--- config.mk ---
export PLATFORM = sky130hd
export DESIGN_NAME = vending_machine
export DESIGN_NICKNAME = d
export VERILOG_FILES = /design/src/rtl/vending_machine.sv
export SDC_FILE = /design/constraint.sdc
export NUM_CORES = 1
export LEC_CHECK = 0
export CAP_MARGIN = 20
export CELL_PAD_IN_SITES_DETAIL_PLACEMENT = 0
export CELL_PAD_IN_SITES_GLOBAL_PLACEMENT = 1
export CORE_MARGIN = 2
export CORE_UTILIZATION = 45
export CTS_CLUSTER_DIAMETER = 50
export DETAILED_ROUTE_END_ITERATION = 10
export PLACE_DENSITY_LB_ADDON = 0.1
export SKIP_CTS_REPAIR_TIMING = 1
export SLEW_MARGIN = 10
export SYNTH_ARGS = -nofsm -noshare
export SYNTH_HDL_FRONTEND = slang
export SYNTH_SLANG_ARGS = --single-unit
--- constraint.sdc ---
create_clock -name clk -period 20.1 [get_ports clk]
set_input_delay 5.025 -clock clk [delete_from_list [all_inputs] [get_ports clk]]
set_output_delay 5.025 -clock clk [all_outputs]
set_load 0.005 [all_outputs]
--- src/rtl/vending_machine.sv ---
// Four-slot vending controller: rising-edge coin/buy detection, saturating credit,
// per-slot stock with restock, and a one-cycle one-hot dispense pulse.
module vending_machine #(
  parameter int unsigned COIN1_VALUE = 5,
  parameter int unsigned COIN2_VALUE = 10,
  parameter int unsigned PRICE0      = 15,
  parameter int unsigned PRICE1      = 20,
  parameter int unsigned PRICE2      = 25,
  parameter int unsigned PRICE3      = 30,
  parameter int unsigned STOCK_MAX   = 15
) (
  input  logic        clk,
  input  logic        rst,
  input  logic        coin1,
  input  logic        coin2,
  input  logic [3:0]  select,
  input  logic        buy,
  input  logic [3:0]  load,
  output logic [11:0] money,
  output logic [3:0]  products,
  output logic [3:0]  outofstock
);

  localparam logic [3:0] STOCK_FULL = 4'(STOCK_MAX);

  logic        r_coin1_d;
  logic        r_coin2_d;
  logic        r_buy_d;
  logic [11:0] r_money;
  logic [3:0]  r_products;
  logic [3:0]  r_stock [4];

  logic        w_coin1_ev;
  logic        w_coin2_ev;
  logic        w_buy_ev;
  logic        w_onehot;
  logic [1:0]  w_slot;
  logic [11:0] w_price;
  logic        w_valid;
  logic [13:0] w_money_sum;
  logic [11:0] w_money_next;

  function automatic logic [11:0] sat12(input logic [13:0] v);
    return (v > 14'd4095) ? 12'hFFF : v[11:0];
  endfunction

  assign w_coin1_ev = coin1 & ~r_coin1_d;
  assign w_coin2_ev = coin2 & ~r_coin2_d;
  assign w_buy_ev   = buy & ~r_buy_d;
  assign w_onehot   = (select != 4'd0) && ((select & (select - 4'd1)) == 4'd0);

  always_comb begin
    w_slot  = 2'd0;
    w_price = 12'(PRICE0);
    case (select)
      4'b0010: begin w_slot = 2'd1; w_price = 12'(PRICE1); end
      4'b0100: begin w_slot = 2'd2; w_price = 12'(PRICE2); end
      4'b1000: begin w_slot = 2'd3; w_price = 12'(PRICE3); end
      default: begin w_slot = 2'd0; w_price = 12'(PRICE0); end
    endcase
  end

  // Buy is judged against pre-coin credit and pre-load stock.
  assign w_valid = w_buy_ev && w_onehot && (r_stock[w_slot] != 4'd0) && (r_money >= w_price);

  assign w_money_sum = {2'b00, (w_valid ? (r_money - w_price) : r_money)}
                     + (w_coin1_ev ? 14'(COIN1_VALUE) : 14'd0)
                     + (w_coin2_ev ? 14'(COIN2_VALUE) : 14'd0);
  assign w_money_next = sat12(w_money_sum);

  always_ff @(posedge clk) begin
    if (rst) begin
      r_coin1_d  <= coin1;
      r_coin2_d  <= coin2;
      r_buy_d    <= buy;
      r_money    <= 12'd0;
      r_products <= 4'd0;
      for (int i = 0; i < 4; i++) r_stock[i] <= STOCK_FULL;
    end else begin
      r_coin1_d  <= coin1;
      r_coin2_d  <= coin2;
      r_buy_d    <= buy;
      r_money    <= w_money_next;
      r_products <= w_valid ? select : 4'd0;
      for (int i = 0; i < 4; i++) begin
        if (load[i])
          r_stock[i] <= STOCK_FULL;
        else if (w_valid && (w_slot == 2'(i)))
          r_stock[i] <= r_stock[i] - 4'd1;
      end
    end
  end

  assign money    = r_money;
  assign products = r_products;
  always_comb begin
    outofstock = 4'd0;
    for (int i = 0; i < 4; i++) outofstock[i] = (r_stock[i] == 4'd0);
  end

endmodule

==> impl_metrics.tcl, run 1 <==
set metrics [dict create \
    crit_required_ns 20.23 \
    grt_overflow 0 \
    synth_xor_area_share_pct 9.35 \
    worstPathArrival_ns 10.41 \
    synthesis.area_mm2 0.00234 \
    intPower_uw 128 \
    power_switching_uw 45.9 \
    grt_max_degree 25 \
    root_buffer "clkbuf_8" \
    power_density_mw_per_mm2 61.8 \
    drt_iter0_markers 127 \
    max-vdd-ir-drop_uv 34.9 \
    fin_crit_sh_pct 51.2 \
    grt_pass1_vias 1897 \
    io_pins 33 \
    dp_hpwl_mm 4.02 \
    r2r_start "money[0]" \
    vias 1944 \
    hold_depth 2 \
    crit_fanout 21 \
    ctsHtreeMaxLevel 2 \
    grt_use_total_pct 19.1 \
    setup_viol 0 \
    synthArstFlopShare_pct 0 \
    syn-num-nets 286 \
    clock.fmax_ghz 0.0972 \
    cts_buffer_depth 2 \
    n_antenna_cell 0 \
    yosysTopAreaCell "edfxtp_1" \
    crit_type "in -> reg" \
    final_layout_size_suffix_gt1_share_pct 7.90 \
    status "finished clean" \
    syn_to_final_growth_pct 20.5 \
    r2r_end "money[2]" \
    antenna_found_initial 0 \
    synth-compound-area-share_pct 14.4 \
    final_hold_viol_count 0 \
    remaining_drc_errors 0 \
    fin_util_pct 55.6 \
    start_kind "input pin" \
    swShare_pct 26.3 \
    period_minus_slack_ns 10.29 \
    drt-total-wl_mm 5.19 \
    ant_nets 0 \
    die_area_mm2 0.00580 \
    cts_buffers 5 \
    cts_tree "built" \
    synthCells 258 \
    ys_seq_elements 35 \
    grt_pass1_wl_mm 8.86 \
    dr.pass1.iters 4 \
    yosys_warnings 0 \
    maxCapViolations 0 \
    finalSetupTns_ns 0 \
    crit_start "select[1]" \
    initial_core_util_pct 46.2 \
    synth.mux.area_fraction_pct 0.855 \
    ys_seq_area_share_pct 36.8 \
    synthSimpleGateAreaFrac_pct 25.5 \
    sequentialPowerShare_pct 45.1 \
    yosys_most_used_dff "dfxtp_1" \
    finClkSkew_ns 0.00610 \
    vias_per_cell 5.39 \
    grt_setup_unrepaired "no" \
    p_leak_uw 0.00108 \
    ff2ff_path_depth 21 \
    clk_pin_slew_ns 0.07 \
    synth_cell_types 51 \
    avgSynthCellArea_um2 9.08 \
    slew_headroom_pct 37.0 \
    hp-class "reg -> reg" \
    tightest_slew_ns 0.941 \
    p_comb_share_pct 19.2 \
    clock_sinks 35 \
    fin_nets 318 \
    die_w_um 76.1 \
    hp-start "r_stock[1][3]" \
    r2r_setup_slack_ns 15.38 \
    clkLatencyLatePin_ns 0.29 \
    synth_top_family_by_area "simple AND/OR/NAND/NOR gates" \
    synth_area_leaders "edfxtp_1 (21%), dfxtp_1 (16%), xnor2_1 (7.9%)" \
    yosysMostFrequentCell "nand2_1" \
    synth.top_cell.area_share_pct 20.5 \
    endpoint_kind "register" \
    num_rows 26 \
    clkPwrFrac_pct 35.7 \
    worstHoldEndpoint "r_stock[1][3]" \
    wl_per_cell_um 14.4 \
    core_area_mm2 0.00507 \
    synth_common_cells "nand2_1 (30), xnor2_1 (21), dfxtp_1 (19)" \
    die_y_um 76.1 \
    synth-edff-count 16 \
    synthAdderAreaFrac_pct 8.65 \
    p_total_uw 174 \
    gp_congestion 0.864 \
    hold_ws_ns 0.630 \
    slew_violations 0 \
    port_buffers 32 \
]
[how the worst max path moves through the flow]
| stage | to | depth (start not counted) |
|---|---|---|
| 2_1_floorplan | money[11] | 26 |
| 3_3_place_gp | money[1] | 20 |
| 6_report | money[2] | 24 |
| 4_1_cts | money[2] | 24 |
| 5_1_grt | money[2] | 24 |
| 3_5_place_dp | money[2] | 24 |
[cell type report]
cell class                 instances  area [um^2]
clock inverter                     3         38.8
tap                               70         87.6
fill                             489         2250
sequential                        35          861
clock buffer                       5         68.8
timing repair buffer              32          320
multi-input combinational        198         1380
inverter                          18         68.8
[per-stage QoR]
step,worst slack [ns],cells,cell area [um^2]
finish,9.81,361,2820
CTS,9.83,361,2820
global route,9.29,361,2820
floorplan,10.31,258,2340
global placement,9.69,353,2720
detailed placement,9.53,353,2720
[cell usage in the layout, fill, tap and decap left out, drive strengths merged, types with 3 or more instances in the layout]
cell type / instances
nor2b: 5
a21o: 3
dfxtp: 19
or2: 8
nor2: 17
ha: 13
a21oi: 15
nand2: 30
xor2: 4
nor3b: 10
o21ai: 7
nor3: 14
o22ai: 4
nor4: 8
xnor2: 21
or3: 6
clkdlybuf4s50: 32
clkinv: 3
nand3: 3
edfxtp: 16
inv: 17
clkbuf: 5
[power groups by stage]
stage / Clock (uW) / Sequential (uW) / Combinational [uW]
after floorplan: 0 / 79.6 / 21.8
after global placement: 0 / 80.3 / 34.0
after detailed placement: 0 / 80.2 / 33.4
after CTS: 63.5 / 78.6 / 33.6
after global routing: 67.4 / 78.8 / 37.8
final: 62.2 / 78.6 / 33.5
[cell families (layout without fill, tap and decap cells)]
logic type,count (synthesis),count (layout)
simple gates,108,108
compound gates,48,48
flops,35,35
xor+xnor,25,25
buf+inv,25,58
fa+ha+maj,15,15
mux,2,2
[worst max-delay path, cell delays in order]
cell and delay [ns]:
clkdlybuf4s50_1 0.54, or4b_4 0.61, clkinv_2 0.08, a21o_4 0.11
nand2_1 0.09, fa_1 0.44, nor2b_1 0.16, o22ai_1 0.15
o2111ai_1 0.30, nand2_1 0.17, or2_2 0.48, nand2_1 0.12
o21ai_0 0.09, ha_1 0.23, fa_1 0.40, a21oi_1 0.16
nor2b_1 0.07, or2_2 0.29, o2111ai_1 0.08, a21oi_1 0.07
o22ai_1 0.29, nor2_1 0.14, nand2_1 0.22, a21oi_1 0.10
[per-layer routing]
| layer | wire length [um] | track usage (%) | up-vias |
|---|---|---|---|
| met5 | 0 | 0 | - |
| met2 | 2560 | 32.8 | 38 |
| li1 | - | - | 992 |
| met1 | 2410 | 24.1 | 912 |
| met4 | 30 | 6.18 | 0 |
| met3 | 184 | 4.27 | 2 |
[registers in the layout, summed over array words and instances, names as in the netlist]
signal / flops
money: 12
r_coin2_d: 1
r_stock: 16
r_coin1_d: 1
r_buy_d: 1
products: 4
(Power assumes the default switching activity.)
==> run 2, diff against run 1 <==
- CORE_UTILIZATION: 45 -> 38
- clock period: 20.1 -> 9.4 ns (I/O delays scaled with it)
==> impl_metrics.tcl, run 2 (synthesized netlist as in run 1, its figures left out) <==
set metrics [dict create \
    status "finished clean" \
    gp_congestion 0.803 \
    crit_fanout 21 \
    hp-class "reg -> reg" \
    grt_use_total_pct 16.7 \
    preCtsSetupSlack_ns 1.49 \
    vias_per_cell 5.26 \
    clkLatencyLatePin_ns 0.28 \
    io_pins 33 \
    vias 1926 \
    dp_hpwl_mm 4.10 \
    clock.fmax_ghz 0.131 \
    final_hold_viol_count 0 \
    final_area_mm2 0.00280 \
    grt_overflow 0 \
    drt-total-wl_mm 5.24 \
    drt_iter0_markers 63 \
    dr.pass1.iters 4 \
    swShare_pct 28.0 \
    num_rows 28 \
    clock_sinks 35 \
    crit_type "in -> reg" \
    worstPathArrival_ns 7.74 \
    core_area_mm2 0.00596 \
    wl_per_cell_um 14.3 \
    final_layout_size_suffix_gt1_share_pct 7.22 \
    period_minus_slack_ns 7.62 \
    grt_max_degree 25 \
    final_common_cell "clkdlybuf4s50_1" \
    sequentialPowerShare_pct 48.9 \
    wl_met3_um 186 \
    largest_register_ffs 16 \
    ctsHtreeMaxLevel 2 \
    p_leak_uw 0.00106 \
    setup_viol 0 \
    fin_crit_sh_pct 81.0 \
    die_w_um 82.5 \
    fin_nets 318 \
    max-vdd-ir-drop_uv 73.8 \
    intPower_uw 248 \
    dpl_cell_area_mm2 0.00272 \
    slew_headroom_pct 36.6 \
    grt_setup_unrepaired "no" \
    syn_to_final_growth_pct 19.6 \
    clk_pin_slew_ns 0.07 \
    crit_start "select[1]" \
    final_cell_mix "clkdlybuf4s50_1 (32), nand2_1 (30), xnor2_1 (21)" \
    start_kind "input pin" \
    finClkSkew_ns 0.00638 \
    ant_nets 0 \
    p_comb_share_pct 20.8 \
    tightest_slew_ns 0.949 \
    port_buffers 32 \
    die_y_um 82.5 \
    hp-start "r_stock[1][3]" \
    antenna_found_initial 0 \
    cts_buffers 5 \
    endpoint_kind "register" \
    clkPwrFrac_pct 30.2 \
    crit_required_ns 9.52 \
    cts_tree "built" \
    r2r_start "money[0]" \
    die_area_mm2 0.00681 \
    power_switching_uw 96.1 \
    remaining_drc_errors 0 \
    highest_layer "met4" \
    regMostFlops "r_stock" \
    finalWorstSetupSlack_ns 1.78 \
    initial_core_util_pct 39.3 \
    route.met2.wl_mm 2.55 \
    grt_pass1_wl_mm 8.55 \
    grt_pass1_vias 1854 \
    finalSetupTns_ns 0 \
    cts_buffer_depth 2 \
    power_density_mw_per_mm2 123 \
    n_antenna_cell 0 \
    met1_length_mm 2.46 \
    slew_violations 0 \
    root_buffer "clkbuf_8" \
    maxCapViolations 0 \
]
-- run 2: changes by cell type in the layout (fill, tap and decap cells not counted), sizes merged --
cell	previous run	this run
clkbuf	5	6
bufinv	1	0
-- run 2: cell type report --
class                      instances  area (um^2)
clock inverter                     2         7.51
tap                               75         93.8
timing repair buffer              32          320
inverter                          18         68.8
sequential                        35          861
fill                             598         3150
clock buffer                       6         72.6
multi-input combinational        198         1380
-- run 2: through the flow --
step	hold WS, ns	util [%]	power (uW)	instances
after floorplan	0.567	-	217	258
after global placement	0.612	45.7	245	358
after detailed placement	0.607	45.7	243	358
after CTS	0.625	47.0	349	366
after global routing	0.667	47.0	364	366
final	0.618	47.0	344	366
-- run 2: per-layer routing --
metal / vias up / global-route usage, %
li1: 998 / -
met1: 893 / 21.4
met2: 31 / 28.9
met3: 4 / 3.48
met4: 0 / 3.61
met5: - / 0
-- run 2: worst paths after layout --
path                        end  slack [ns]  cells after the start
hold reg to reg   r_stock[1][3]        0.62                      2
hold / removal    r_stock[1][3]        0.62                      2
setup / recovery       money[5]        1.78                     24
setup reg to reg       money[5]        4.70                     21
-- run 2: critical path, stage by stage --
cell	delay (ns)
clkdlybuf4s50_1	0.54
or4b_4	0.61
clkinv_2	0.08
a21o_4	0.11
nand2_1	0.09
fa_1	0.44
nor2b_1	0.16
o22ai_1	0.15
o2111ai_1	0.29
nand2_1	0.17
or2_2	0.47
nand2_1	0.12
o21ai_0	0.10
ha_1	0.23
fa_1	0.41
a21oi_1	0.15
nor2b_1	0.06
or2_2	0.29
o2111ai_1	0.09
a21oi_1	0.08
o22ai_1	0.30
nor2_1	0.14
nand2_1	0.22
a21oi_1	0.10
-- run 2: power groups by stage --
stage                     combinational, uW  clock, uW  sequential [uW]
after global placement                 73.2          0              172
final                                  71.5        104              168
after global routing                   79.8        115              169
after floorplan                        46.6          0              170
after detailed placement               71.1          0              172
after CTS                              72.1        108              168
==> RTL change, RTL diff (config.mk and constraints of run 1) <==
Register the output `outofstock`; this adds one clock of latency there. The other outputs are not delayed to match.
--- a/src/rtl/vending_machine.sv
+++ b/src/rtl/vending_machine.sv
@@ -22,6 +22,8 @@
 );
 
   localparam logic [3:0] STOCK_FULL = 4'(STOCK_MAX);
+
+  logic [3:0] outofstock_d;
 
   logic        r_coin1_d;
   logic        r_coin2_d;
@@ -94,8 +96,12 @@
   assign money    = r_money;
   assign products = r_products;
   always_comb begin
-    outofstock = 4'd0;
-    for (int i = 0; i < 4; i++) outofstock[i] = (r_stock[i] == 4'd0);
+    outofstock_d = 4'd0;
+    for (int i = 0; i < 4; i++) outofstock_d[i] = (r_stock[i] == 4'd0);
+  end
+
+  always_ff @(posedge clk) begin
+    outofstock <= outofstock_d;
   end
 
 endmodule
Behaviour: not the same (a bounded check fails within 4 cycles, from zero or initial values and one cycle with rst high).
==> RTL change against run 1 <==
Total power up 14%. Clock power up 24%. Combinational power up 5%. Utilization up 1.6 points. Worst setup slack better by 0.24 ns. Global-route usage up 0.54 points. Clock skew up 0.00090 ns. Sequential cell count up 4. Routed wire length up 5.5%. Final area up 5.6%. Worst hold slack worse by 0.14 ns. Fmax up 2.4%. Sequential power up 10%. Area after synthesis up 5.3%. Largest power group unchanged. Highest routed layer unchanged.
==> RTL change: results <==
{
  "path_max_fanout": 18,
  "multi_input_area_share_pct": 48.03,
  "slew_headroom_pct": 36.46,
  "netlist_top_cells_count": "nand2_1, dfxtp_1, xnor2_1, edfxtp_1, inv_1",
  "cpPeakStageDelay_ns": 0.71,
  "r2r-end": "money[8]",
  "fill_cells": 487,
  "post-route-period-util_pct": 49.98,
  "powerDensity_nw_per_um2": 66.95,
  "met2WireLength_mm": 2.502,
  "wire_per_inst_microns": 14.88,
  "post-place-ws_ns": 9.786,
  "cp_data_arrival_time_ns": 10.18,
  "grt_usage_pct": 19.69,
  "final_core_util_pct": 57.26,
  "skew_ns": 0.007008,
  "grt_pass1_vias": 1973,
  "synthTopCellsByArea": "edfxtp_1, dfxtp_1, ha_1, xnor2_1, nand2_1",
  "netlist_instances": 264,
  "r2r.worst_path.cells": 14,
  "r2r_slack_ns": 15.54,
  "m1WireLength_mm": 2.772,
  "buffer_area_share_pct": 10.75,
  "dp_cells": 360,
  "status": "finished clean",
  "fin_hold_ws_ns": 0.4859,
  "hold-path-endpoint": "outofstock[1]",
  "grtUsageMet2_pct": 31.12,
  "routed_wl_mm": 5.474,
  "dpl.hpwl_mm": 4.169,
  "r2r-start": "r_stock[3][2]",
  "multi_input_cells": 201,
  "synth-adder-area-share_pct": 8.215,
  "swShare_pct": 24.54,
  "met1_usage_pct": 27.23,
  "grt.met3_usage_pct": 4.713,
  "crit_slowest_cell": "clkdlybuf4s50_1",
  "whs_path_depth": 1,
  "syn_nets": 292,
  "synth_compound_area_share_pct": 16.73,
  "clock_buffers": 6,
  "met3_length_microns": 171,
  "nNetsFinal": 325,
  "final-clk-cell-share_pct": 4.450,
  "drt_iter0_markers": 78
}
==> RTL change: power groups by stage <==
stage | sequential [mW] | combinational [mW] | clock, mW
2_1_floorplan | 0.0879 | 0.0234 | 0
3_3_place_gp | 0.0887 | 0.0350 | 0
3_5_place_dp | 0.0886 | 0.0351 | 0
4_1_cts | 0.0868 | 0.0354 | 0.0786
5_1_grt | 0.0871 | 0.0400 | 0.0824
6_report | 0.0868 | 0.0353 | 0.0774
==> RTL change: cells by family (layout without fill, tap and decap cells) <==
kind of cell	Yosys count	in the layout
DFF	39	39
buffers and inverters	24	58
AOI/OAI and AO/OA	55	55
adders and majority gates	15	15
muxes	2	2
and+or+nand+nor	106	106
xor gates and xnor gates	23	23
==> RTL change: critical path: cells and delay by family <==
kind / cells / cell delay, ns
and+or+nand+nor: 9 / 1.70
xor gates and xnor gates: 1 / 0.27
AOI/OAI and AO/OA: 7 / 1.37
adders and majority gates: 3 / 1.09
buffers and inverters: 1 / 0.71
